[config.mk]
export PLATFORM = sky130hd
export DESIGN_NAME = spike_rate_decoder
export DESIGN_NICKNAME = d
export VERILOG_FILES = /design/src/rtl/spike_rate_decoder.sv
export SDC_FILE = /design/constraint.sdc
export NUM_CORES = 1
export LEC_CHECK = 0
export ABC_AREA = 1
export ABC_CLOCK_PERIOD_IN_PS = 3900
export CORE_MARGIN = 8
export CORE_UTILIZATION = 30
export DETAILED_ROUTE_END_ITERATION = 10
export PLACE_DENSITY = 0.54
export RECOVER_POWER = 50
export SLEW_MARGIN = 10
export SYNTH_ARGS = -nofsm -noshare
export SYNTH_HDL_FRONTEND = slang
export SYNTH_SLANG_ARGS = --single-unit
[constraint.sdc]
create_clock -name clk -period 3.9 [get_ports clk]
set_input_delay 1.17 -clock clk [delete_from_list [all_inputs] [get_ports clk]]
set_output_delay 1.17 -clock clk [all_outputs]
set_load 0.02 [all_outputs]
[src/rtl/spike_rate_decoder.sv]
// Spike-rate decoder: counts per-neuron spikes over a programmable window
// and reports counts, the winning neuron and a saturation flag.
// Optional feature macro: SPIKE_RATE_DECODER_DROP_CNT_EN adds the `dropped`
// counter of spikes that arrive while a result is being held.
module spike_rate_decoder #(
    parameter int unsigned CNT_W = 8,
    parameter int unsigned WIN_W = 8
) (
    input  logic             clk,
    input  logic             reset,
    input  logic [2:0]       spikes_in,
    input  logic [WIN_W-1:0] win_len,
    input  logic             enable,
    input  logic             result_ready,
    output logic             result_valid,
    output logic [CNT_W-1:0] count0,
    output logic [CNT_W-1:0] count1,
    output logic [CNT_W-1:0] count2,
    output logic [1:0]       winner,
    output logic             overflow,
    output logic             busy
`ifdef SPIKE_RATE_DECODER_DROP_CNT_EN
    ,
    output logic [7:0]       dropped
`endif
);

    localparam logic [CNT_W-1:0] CNT_MAX = '1;

    typedef enum logic [1:0] {
        IDLE  = 2'd0,
        COUNT = 2'd1,
        HOLD  = 2'd2
    } state_t;

    state_t                      state_q, state_d;
    logic [2:0][CNT_W-1:0]       cnt_q, cnt_d;
    logic [WIN_W-1:0]            rem_q, rem_d;
    logic                        ovf_q, ovf_d;
    logic [1:0]                  win_q, win_d;
    logic                        valid_q, valid_d;
    logic                        busy_q, busy_d;
    logic                        start_c;
    logic                        load_c;
    logic                        last_c;

    // Highest count wins, ties resolve to the lowest index, all zero gives 3.
    function automatic logic [1:0] pick_winner(input logic [2:0][CNT_W-1:0] c);
        logic [1:0]       w;
        logic [CNT_W-1:0] best;
        w    = 2'd3;
        best = '0;
        for (int i = 0; i < 3; i++) begin
            if (c[i] > best) begin
                best = c[i];
                w    = 2'(i);
            end
        end
        return w;
    endfunction

    assign start_c = enable && (win_len != '0);
    assign last_c  = (rem_q == WIN_W'(1));
    assign load_c  = start_c && ((state_q == IDLE) || ((state_q == HOLD) && result_ready));

    // State register.
    always_ff @(posedge clk or posedge reset) begin
        if (reset) state_q <= IDLE;
        else       state_q <= state_d;
    end

    // Next-state logic; HOLD can restart directly for back-to-back windows.
    always_comb begin
        state_d = state_q;
        unique case (state_q)
            IDLE:    if (start_c) state_d = COUNT;
            COUNT: begin
                if (!enable)     state_d = IDLE;
                else if (last_c) state_d = HOLD;
            end
            HOLD:    if (result_ready) state_d = start_c ? COUNT : IDLE;
            default: state_d = IDLE;
        endcase
    end

    // Datapath next values: window load, saturating accumulate, result handshake.
    always_comb begin
        cnt_d   = cnt_q;
        rem_d   = rem_q;
        ovf_d   = ovf_q;
        valid_d = valid_q;
        if (load_c) begin
            cnt_d   = '0;
            ovf_d   = 1'b0;
            rem_d   = win_len;
            valid_d = 1'b0;
        end else if ((state_q == COUNT) && enable) begin
            for (int i = 0; i < 3; i++) begin
                if (spikes_in[i]) begin
                    if (cnt_q[i] == CNT_MAX) ovf_d    = 1'b1;
                    else                     cnt_d[i] = cnt_q[i] + CNT_W'(1);
                end
            end
            rem_d = rem_q - WIN_W'(1);
            if (last_c) valid_d = 1'b1;
        end else if ((state_q == HOLD) && result_ready) begin
            valid_d = 1'b0;
        end
        win_d  = pick_winner(cnt_d);
        busy_d = (state_d == COUNT);
    end

    // Datapath and output registers.
    always_ff @(posedge clk or posedge reset) begin
        if (reset) begin
            cnt_q   <= '0;
            rem_q   <= '0;
            ovf_q   <= 1'b0;
            win_q   <= 2'd3;
            valid_q <= 1'b0;
            busy_q  <= 1'b0;
        end else begin
            cnt_q   <= cnt_d;
            rem_q   <= rem_d;
            ovf_q   <= ovf_d;
            win_q   <= win_d;
            valid_q <= valid_d;
            busy_q  <= busy_d;
        end
    end

    assign result_valid = valid_q;
    assign count0       = cnt_q[0];
    assign count1       = cnt_q[1];
    assign count2       = cnt_q[2];
    assign winner       = win_q;
    assign overflow     = ovf_q;
    assign busy         = busy_q;

`ifdef SPIKE_RATE_DECODER_DROP_CNT_EN
    logic [7:0] drop_q, drop_d;

    // Saturating count of held-result edges that saw any spike.
    always_comb begin
        drop_d = drop_q;
        if ((state_q == HOLD) && (spikes_in != 3'd0) && (drop_q != 8'hFF))
            drop_d = drop_q + 8'd1;
    end

    // Drop counter register, cleared only by reset.
    always_ff @(posedge clk or posedge reset) begin
        if (reset) drop_q <= 8'd0;
        else       drop_q <= drop_d;
    end

    assign dropped = drop_q;
`endif

endmodule

==> flow_metrics.tcl, run 1 <==
set metrics [dict create \
    hp-class "flop to flop" \
    worstPathArrival_ps 4220 \
    critPathMaxFanout 7 \
    cpMaxStageDelayCell "ha_1" \
    place_ws_ps -876 \
    coreArea_mm2 0.00911 \
    rows 35 \
    synth_seq_area_share_pct 35.3 \
    rsz0062_at_grt "true" \
    synth_nets 415 \
    gp_congestion 0.885 \
    synth_top_area_cell "dfrtp_1" \
    finalSetupViolCount 2 \
    syn_inst 379 \
    final_net_count 540 \
    postRouteAntennaNets 0 \
    fin_ws_ps -79.6 \
    placed_cells 574 \
    design_area_mm2 0.00429 \
    synth_top_area_share_pct 33.4 \
    violations "max-capacitance violations, max-slew violations, negative setup slack" \
    cp-start-kind "primary input" \
    wl_met1_mm 3.85 \
    layout_common_cells "73 x buf_4, 71 x nand2_1, 55 x inv_1" \
    drt_iter0_markers 127 \
    ys_async_sr_fraction_pct 100 \
    crit_chain "buf_8 -> nor2_4 -> nor3b_4 -> o21ai_4 -> nand2_2 -> nor2_1 -> a31oi_1 -> inv_1 -> ha_4 -> nand2_2 -> buf_4 -> o211ai_1 -> o21ai_2 -> inv_2 -> o21ai_2 -> ha_1 -> a21oi_2 -> nor2_1 -> a211oi_2 -> a21oi_2 -> o21bai_1" \
    cp-end-kind "flop" \
    clock_path_buffers 2 \
    vias_per_cell 4.74 \
    antenna_cells 0 \
    cp.buffers_inverters 4 \
    clk_latency_ps 300 \
    cts_htree_levels 2 \
    track_usage_pct 13.8 \
    seqPwrFrac_pct 28.9 \
    slew_viol_final 40 \
    syn_to_final_growth_pct 54.7 \
    drtPass1Iterations 4 \
    cts_hold_buf 0 \
    cts_tree "built" \
    slew_headroom_pct -49.8 \
    crit_family "compound AO/OA/AOI/OAI gates" \
    fill_cells 916 \
    power_density_mw_per_mm2 434 \
    critPathMaxStageDelay_ps 320 \
    wl_met3_um 318 \
    drc_errors 0 \
    vias 2918 \
    ys_top_cells_by_area "dfrtp_1 33%, nand2_1 11%, ha_1 9.5%, inv_1 8.7%, o21ai_0 5.1%" \
    netlist-cell-type-count 35 \
    p_sw_share_pct 41.7 \
    root_buffer "clkbuf_8" \
    routed_wl_mm 8.50 \
    worstMarginPinSlew_ps 2250 \
    grt_pass1_vias 2991 \
    vdd_drop_max_mv 0.221 \
    fin_skew_ps 13.8 \
    ys_ff_latch 39 \
    yosysWarningCount 0 \
    synth_edf_count 0 \
    hold_viol_final 0 \
    routed.top_layer "met4" \
    grt_pass1_wl_mm 14.3 \
    clock.fmax_mhz 251 \
    finalCritPeriodShare_pct 102 \
    syn_area_mm2 0.00277 \
    path_class "primary input to flop" \
    wl_per_cell_um 13.8 \
    pwr-share-comb_pct 55.9 \
    grt.overflow.total 0 \
    fp.dieW_um 112 \
    synth-main-ff-cell "dfrtp_1" \
    p_leak_nw 2.05 \
    p_int_mw 1.09 \
    synth_area_per_cell_um2 7.31 \
    period_needed_ps 3980 \
    dr_wl_met2_mm 4.19 \
    cts_made_buffers 5 \
    cap_violations 1 \
    dp_hpwl_mm 6.18 \
    mostFrequentLayoutCell "buf_4" \
    p_sw_uw 775 \
    share_clk_of_total_power_pct 15.2 \
    cts_num_sinks 39 \
    grt_max_degree 40 \
    finalNonFillerCells 616 \
    io_buffers 43 \
    drive_above_1_share_pct 33.3 \
    status "finished with violations" \
    antenna_found_initial 0 \
    placed_area_mm2 0.00368 \
    crit_required_ps 4140 \
    ios 44 \
    die_area_mm2 0.0126 \
    start_util_pct 30.4 \
    die_h_um 112 \
    cts.clk_slew.worst_paths_ps 90 \
]
==> synth_stat cells (3+ instances only) <==
cell type  instances
nand4_1            8
inv_1             64
nor3_2             3
nand3_1           26
ha_1              21
or2_1              3
buf_2              3
nand2_1           80
o211ai_1           3
dfrtp_1           37
nand3_2            5
inv_2              4
nand2_2            3
a21oi_1           21
nor3_1             8
nor2_1            35
o21ai_0           28
==> routing by layer <==
layer  vias to the layer above  track usage [%]
met5                         -                0
met4                         0             4.50
met3                        10             2.84
met2                        50             24.2
met1                      1370             16.5
li1                       1488                -
==> flip-flops by register name (all words and copies together), names as in the netlist <==
| register | count |
|---|---|
| count1 | 8 |
| result_valid | 1 |
| busy | 1 |
| rem_q | 8 |
| count2 | 8 |
| count0 | 8 |
| overflow | 1 |
| winner | 2 |
| state_q | 2 |
==> stage by stage <==
stage	util [%]	hold slack [ps]	TNS (ps)	total power, mW
floorplan	-	460	-69.6	1.04
global placement	40.4	483	-1450	1.31
detailed placement	40.4	503	-1690	1.32
CTS	45.3	514	-15.2	1.76
global route	47.1	538	-664	2.02
finish	47.1	506	-118	1.86
==> path summary, 6_finish.rpt <==
check,startpoint,to,slack (ps),cells past startpoint
max,result_ready,winner[1]$_DFF_PP1_,-80,21
min,state_q[1]$_DFF_PP0_,state_q[1]$_DFF_PP0_,510,1
max reg2reg,count1[0]$_DFF_PP0_,winner[1]$_DFF_PP1_,-40,25
min reg2reg,state_q[1]$_DFF_PP0_,state_q[1]$_DFF_PP0_,510,1
max in group asynchronous,reset,count1[6]$_DFF_PP0_,480,3
min in group asynchronous,reset,count2[4]$_DFF_PP0_,2120,3
==> kinds of logic (layout without fill, tap and decap cells) <==
group	count (synthesis)	after routing	share of synthesized area, %
compound gates	61	61	12.2
xor+xnor	4	4	1.26
fa+ha+maj	21	21	9.48
buf+inv	73	198	10.3
flops	39	39	35.3
simple gates	181	182	31.5
==> power groups by stage <==
stage	registers (mW)	logic, mW	clock network [mW]
after floorplan	0.576	0.469	0
after global placement	0.545	0.761	0
after detailed placement	0.542	0.780	0
after CTS	0.538	0.934	0.292
after global routing	0.547	1.16	0.311
final	0.538	1.04	0.282
==> timing repair <==
item	in CTS	in global routing
pin swaps	33	33
resized for setup	85	39
endpoints found under the setup margin	2	2
hold endpoints to repair	0	0
buffers inserted	26	6
cloned	2	0
==> cell type report <==
cell class | instances | area [um^2] | share of cell area [%]
timing repair buffer | 121 | 1040 | 24.4
clock inverter | 3 | 20.0 | 0.467
clock buffer | 5 | 68.8 | 1.61
sequential | 39 | 978 | 22.8
multi-input combinational | 268 | 1770 | 41.4
inverter | 68 | 255 | 5.95
timing repair inverter | 1 | 7.51 | 0.175
tap | 111 | 139 | 3.24
(Power assumes the default switching activity.)
==> inputs of run 2 (changes only) <==
Settings changed: CTS_CLUSTER_SIZE set to 14, MAX_ROUTING_LAYER set to met4.
==> run 2 against run 1 <==
Effect of this change: the flow still finishes with violations (max-capacitance violations, max-slew violations, negative setup slack); sequential power about the same; core utilization increased by 1.0 points; register-to-register slack improved by 210 ps; first-iteration DRC count increased by 55%; cell count increased by 1.1%; worst hold slack got worse by 2.3 ps; wire length increased by 2.4%.
==> flow_metrics.tcl, run 2 (same netlist as run 1, synthesis figures left out) <==
set metrics [dict create \
    status "finished with violations" \
    violations "max-capacitance violations, max-slew violations, negative setup slack" \
    coreArea_mm2 0.00911 \
    vias 2973 \
    cts_made_buffers 5 \
    p_leak_nw 2.13 \
    grt_pass1_vias 2930 \
    cts_htree_levels 2 \
    die_area_mm2 0.0126 \
    die_h_um 112 \
    rows 35 \
    finalSetupViolCount 3 \
    period_needed_ps 3960 \
    placed_cells 574 \
    r2r_end "winner[1]$_DFF_PP1_" \
    cts.clk_slew.worst_paths_ps 80 \
    critPathMaxFanout 7 \
    grt_pass1_wl_mm 14.1 \
    fp.dieW_um 112 \
    drtPass1Iterations 4 \
    vias_per_cell 4.77 \
    worstReg2RegStart "count1[0]$_DFF_PP0_" \
    cp-end-kind "flop" \
    r2r_slack_ps 170 \
    start_util_pct 30.4 \
    finalNonFillerCells 623 \
    hold_slack_ps 503 \
    drive_above_1_share_pct 35.5 \
    root_buffer "clkbuf_8" \
    design_area_mm2 0.00438 \
    clock_path_buffers 2 \
    syn_to_final_growth_pct 58.0 \
    ff2ff_path_depth 25 \
    dp_hpwl_mm 6.18 \
    finalCritPeriodShare_pct 102 \
    antenna_found_initial 0 \
    drt_iter0_markers 197 \
    worstMarginPinSlew_ps 2270 \
    cp-start-kind "primary input" \
    fin_skew_ps 9.50 \
    crit_required_ps 4110 \
    antenna_cells 0 \
    routed_wl_mm 8.71 \
    ios 44 \
    grt.overflow.total 0 \
    gp_congestion 0.898 \
    cp-endpoint "rem_q[0]$_DFFE_PP0P_" \
    fin_ws_ps -64.3 \
    track_usage_pct 14.0 \
    slew_headroom_pct -51.1 \
    worstSetupStartpoint "win_len[0]" \
    placed_area_mm2 0.00368 \
    io_buffers 43 \
    path_class "primary input to flop" \
    hold_viol_final 0 \
    grt_max_degree 40 \
    final_net_count 547 \
    postRouteAntennaNets 0 \
    slew_viol_final 40 \
    clock.fmax_mhz 252 \
    layout_common_cells "81 x buf_4, 72 x nand2_1, 55 x inv_1" \
    rsz0062_at_grt "true" \
    worstHoldStart "state_q[1]$_DFF_PP0_" \
    vdd_drop_max_mv 0.176 \
    mostFrequentLayoutCell "buf_4" \
    clk_latency_ps 290 \
    hp-class "flop to flop" \
    power_density_mw_per_mm2 440 \
    cts_tree "built" \
    cts_num_sinks 39 \
    drc_errors 0 \
    wl_per_cell_um 14.0 \
    cap_violations 1 \
    worstPathArrival_ps 4170 \
]
[run 2: metal layers]
layer | wire (um) | GRT usage (%)
met1 | 3810 | 16.9
met2 | 4380 | 23.8
met3 | 416 | 2.15
met4 | 99 | 3.78
met5 | 0 | -
[run 2: cell type report]
type	count	area [um^2]
Tap cell	111	139
Timing Repair Buffer	129	1100
Inverter	68	258
Fill cell	908	4730
Clock inverter	3	15.0
Sequential cell	39	978
Multi-Input combinational cell	268	1820
Clock buffer	5	68.8
[run 2: timing repair]
item                                    4_1_cts  5_1_grt
endpoints found under the setup margin        2        5
pin swaps                                    31       34
hold buffers                                  0        0
buffers inserted                             31        9
gates resized for setup                      75       51
cloned                                        1        0
[run 2: through the flow]
| stage | util (%) | worst slack, ps | TNS [ps] | power [mW] |
|---|---|---|---|---|
| after floorplan | - | -58.9 | -69.6 | 1.04 |
| after global placement | 40.4 | -758 | -1450 | 1.31 |
| after detailed placement | 40.4 | -874 | -1670 | 1.32 |
| after CTS | 45.4 | -70.4 | -160 | 1.77 |
| after global routing | 48.1 | -219 | -909 | 2.09 |
| final | 48.1 | -64.3 | -95.2 | 1.93 |
[run 2: critical path, cell delays in order]
cell and delay [ps]:
buf_6 100, nor2_4 90, nand2_2 70, o21ai_4 300, nand2_2 90, buf_4 140
buf_4 120, buf_4 110, buf_4 120, buf_4 120, buf_4 120, buf_4 120
buf_4 120, buf_4 120, buf_4 120, buf_4 120, buf_4 120, buf_4 120
buf_4 120, buf_4 120, buf_4 120, buf_4 120, buf_4 140, o211ai_1 160
[run 2: worst min-delay path by stage]
| stage | slack [ps] | end | depth (start not counted) |
|---|---|---|---|
| 2_1_floorplan | 460 | state_q[1]$_DFF_PP0_ | 1 |
| 4_1_cts | 510 | state_q[1]$_DFF_PP0_ | 1 |
| 3_5_place_dp | 500 | state_q[1]$_DFF_PP0_ | 1 |
| 5_1_grt | 540 | state_q[1]$_DFF_PP0_ | 1 |
| 3_3_place_gp | 480 | state_q[1]$_DFF_PP0_ | 1 |
| 6_report | 500 | state_q[1]$_DFF_PP0_ | 1 |
[run 2: where the power goes]
part           switching [mW]  internal, mW
registers              0.0620         0.477
logic                   0.573         0.538
clock network           0.154         0.123
==> RTL edit, RTL diff (settings of run 2) <==
Build with the macro `SPIKE_RATE_DECODER_DROP_CNT_EN` defined.
--- a/src/rtl/spike_rate_decoder.sv
+++ b/src/rtl/spike_rate_decoder.sv
@@ -4,2 +4,4 @@
 // counter of spikes that arrive while a result is being held.
+`define SPIKE_RATE_DECODER_DROP_CNT_EN
+
 module spike_rate_decoder #(
Check against the original RTL (old outputs only; new: dropped): equivalent (Yosys induction, for registers that start in step).
==> RTL edit against run 2 <==
  * The flow now finishes without violations
  * Sequential power grew 15%
  * Largest cell class unchanged
  * Sequential share of layout area grew 1.2 points
  * Critical path type unchanged
  * Cell count grew 11%
  * Wire length grew 20%
  * Utilization grew 1.0 points
  * Total power grew 6.3%
  * Sequential cell count grew 8
  * Critical endpoint is now winner[1]$_DFF_PP1_
  * Synthesized area grew 12%
  * Global-route usage grew 0.62 points
  * Hold slack gained 0.0044 ns
  * Setup slack gained 0.065 ns
  * Design area grew 14%
==> RTL edit: results <==
group,metric,value,unit
status,run_status,"complete, no violations",
drt,via_per_inst,4.821,
setup_path,rr_worst_depth,26,
pwr,leakage,2.435,nW
min_path,hold_end,"overflow$_DFFE_PP0P_",
synth,yosys.area_share.adder,8.850,%
grt,gr-usage-met1,16.42,%
placement,hpwl,6788,um
synth,synthMuxAreaShare,0.7241,%
synth,synthTopCellsByArea,"dfrtp_1 36%, nand2_1 10%, ha_1 8.8%",
drt,wl_met2,5472,um
min_path,hold_path_startpoint,"overflow$_DFFE_PP0P_",
grt,grt_pass1_wl,16300,um
placement,post-place-ws,-0.7764,ns
setup_path,cp_slowest_cell,"ha_4",
pwr,switching_share,38.58,%
pwr,clk-power,0.433,mW
drt,first_iter_violations,209,
synth,synthXorXnorAreaFrac,3.379,%
synth,syn_nets,441,
sta,finalClockSkew,0.01433,ns
grt,grt_pass1_vias,3357,
clock_network,clk_latency,0.31,ns
setup_path,r2r_end,"count1[2]$_DFF_PP0_",
sta,fin_crit,3.899,ns
synth,synthTopCellsByCount,"87 x nand2_1, 64 x inv_1, 45 x dfrtp_1",
synth,synth_compound_area_share,12.03,%
clock_network,cts_resized,73,
placement,placed_cells,636,
placement,place_congestion,0.8759,
clock_network,cts_made_buffers,5,
pwr,vdd_drop_max,255.9,uV
setup_path,crit_start,"enable",
grt,grt_util_all_layers,14.62,%
pwr,power,2.048,mW
layout,nFillCells,968,
synth,synth_cell_types,39,
grt,grt_max_degree,48,
clock_network,clkTransAtPathRegs,0.10,ns
layout,drive_above_1_share,37.66,%
min_path,hold_depth,2,
pwr,pwr-share-seq,30.3,%
drt,wl,10450,um
clock_network,post_cts_buffers,38,
layout,fin_nets,591,
placement,place_area,0.004155,mm^2
drt,drt-pass1-iter-count,6,
drt,highest_layer,"met4",
setup_path,cp_top_family,"compound AO/OA/AOI/OAI gates",
setup_path,path_max_fanout,6,
synth,seq_area_frac_synth,37.89,%
sta,slew_headroom,31.52,%
drt,wl_met1,4249,um
drt,wl_per_cell,15.12,um
setup_path,crit_path_end,"winner[1]$_DFF_PP1_",
grt,grt_util_met3,2.926,%
synth,netlist_instances,404,
setup_path,r2r-start,"count1[1]$_DFF_PP0_",
-- RTL edit: changes by cell type in the layout (fill, tap and decap cells not counted), moves of 5 or more --
cell and change:
clkdlybuf4s50_1 +9, buf_4 +8, dfrtp_1 +8, clkbuf_2 +7
nand2_2 +6, o21ai_0 -6, xor2_1 +6, nand3_2 +5
nor2_1 -5
-- RTL edit: cell type report --
| type | count | area (um^2) | area share (%) |
|---|---|---|---|
| Clock buffer | 6 | 72.57 | 1.451 |
| Timing Repair inverter | 1 | 7.507 | 0.1502 |
| Inverter | 68 | 262.8 | 5.255 |
| Sequential cell | 47 | 1179 | 23.57 |
| Tap cell | 136 | 170.2 | 3.403 |
| Multi-Input combinational cell | 282 | 1989 | 39.79 |
| Timing Repair Buffer | 149 | 1259 | 25.18 |
| Clock inverter | 2 | 60.06 | 1.201 |
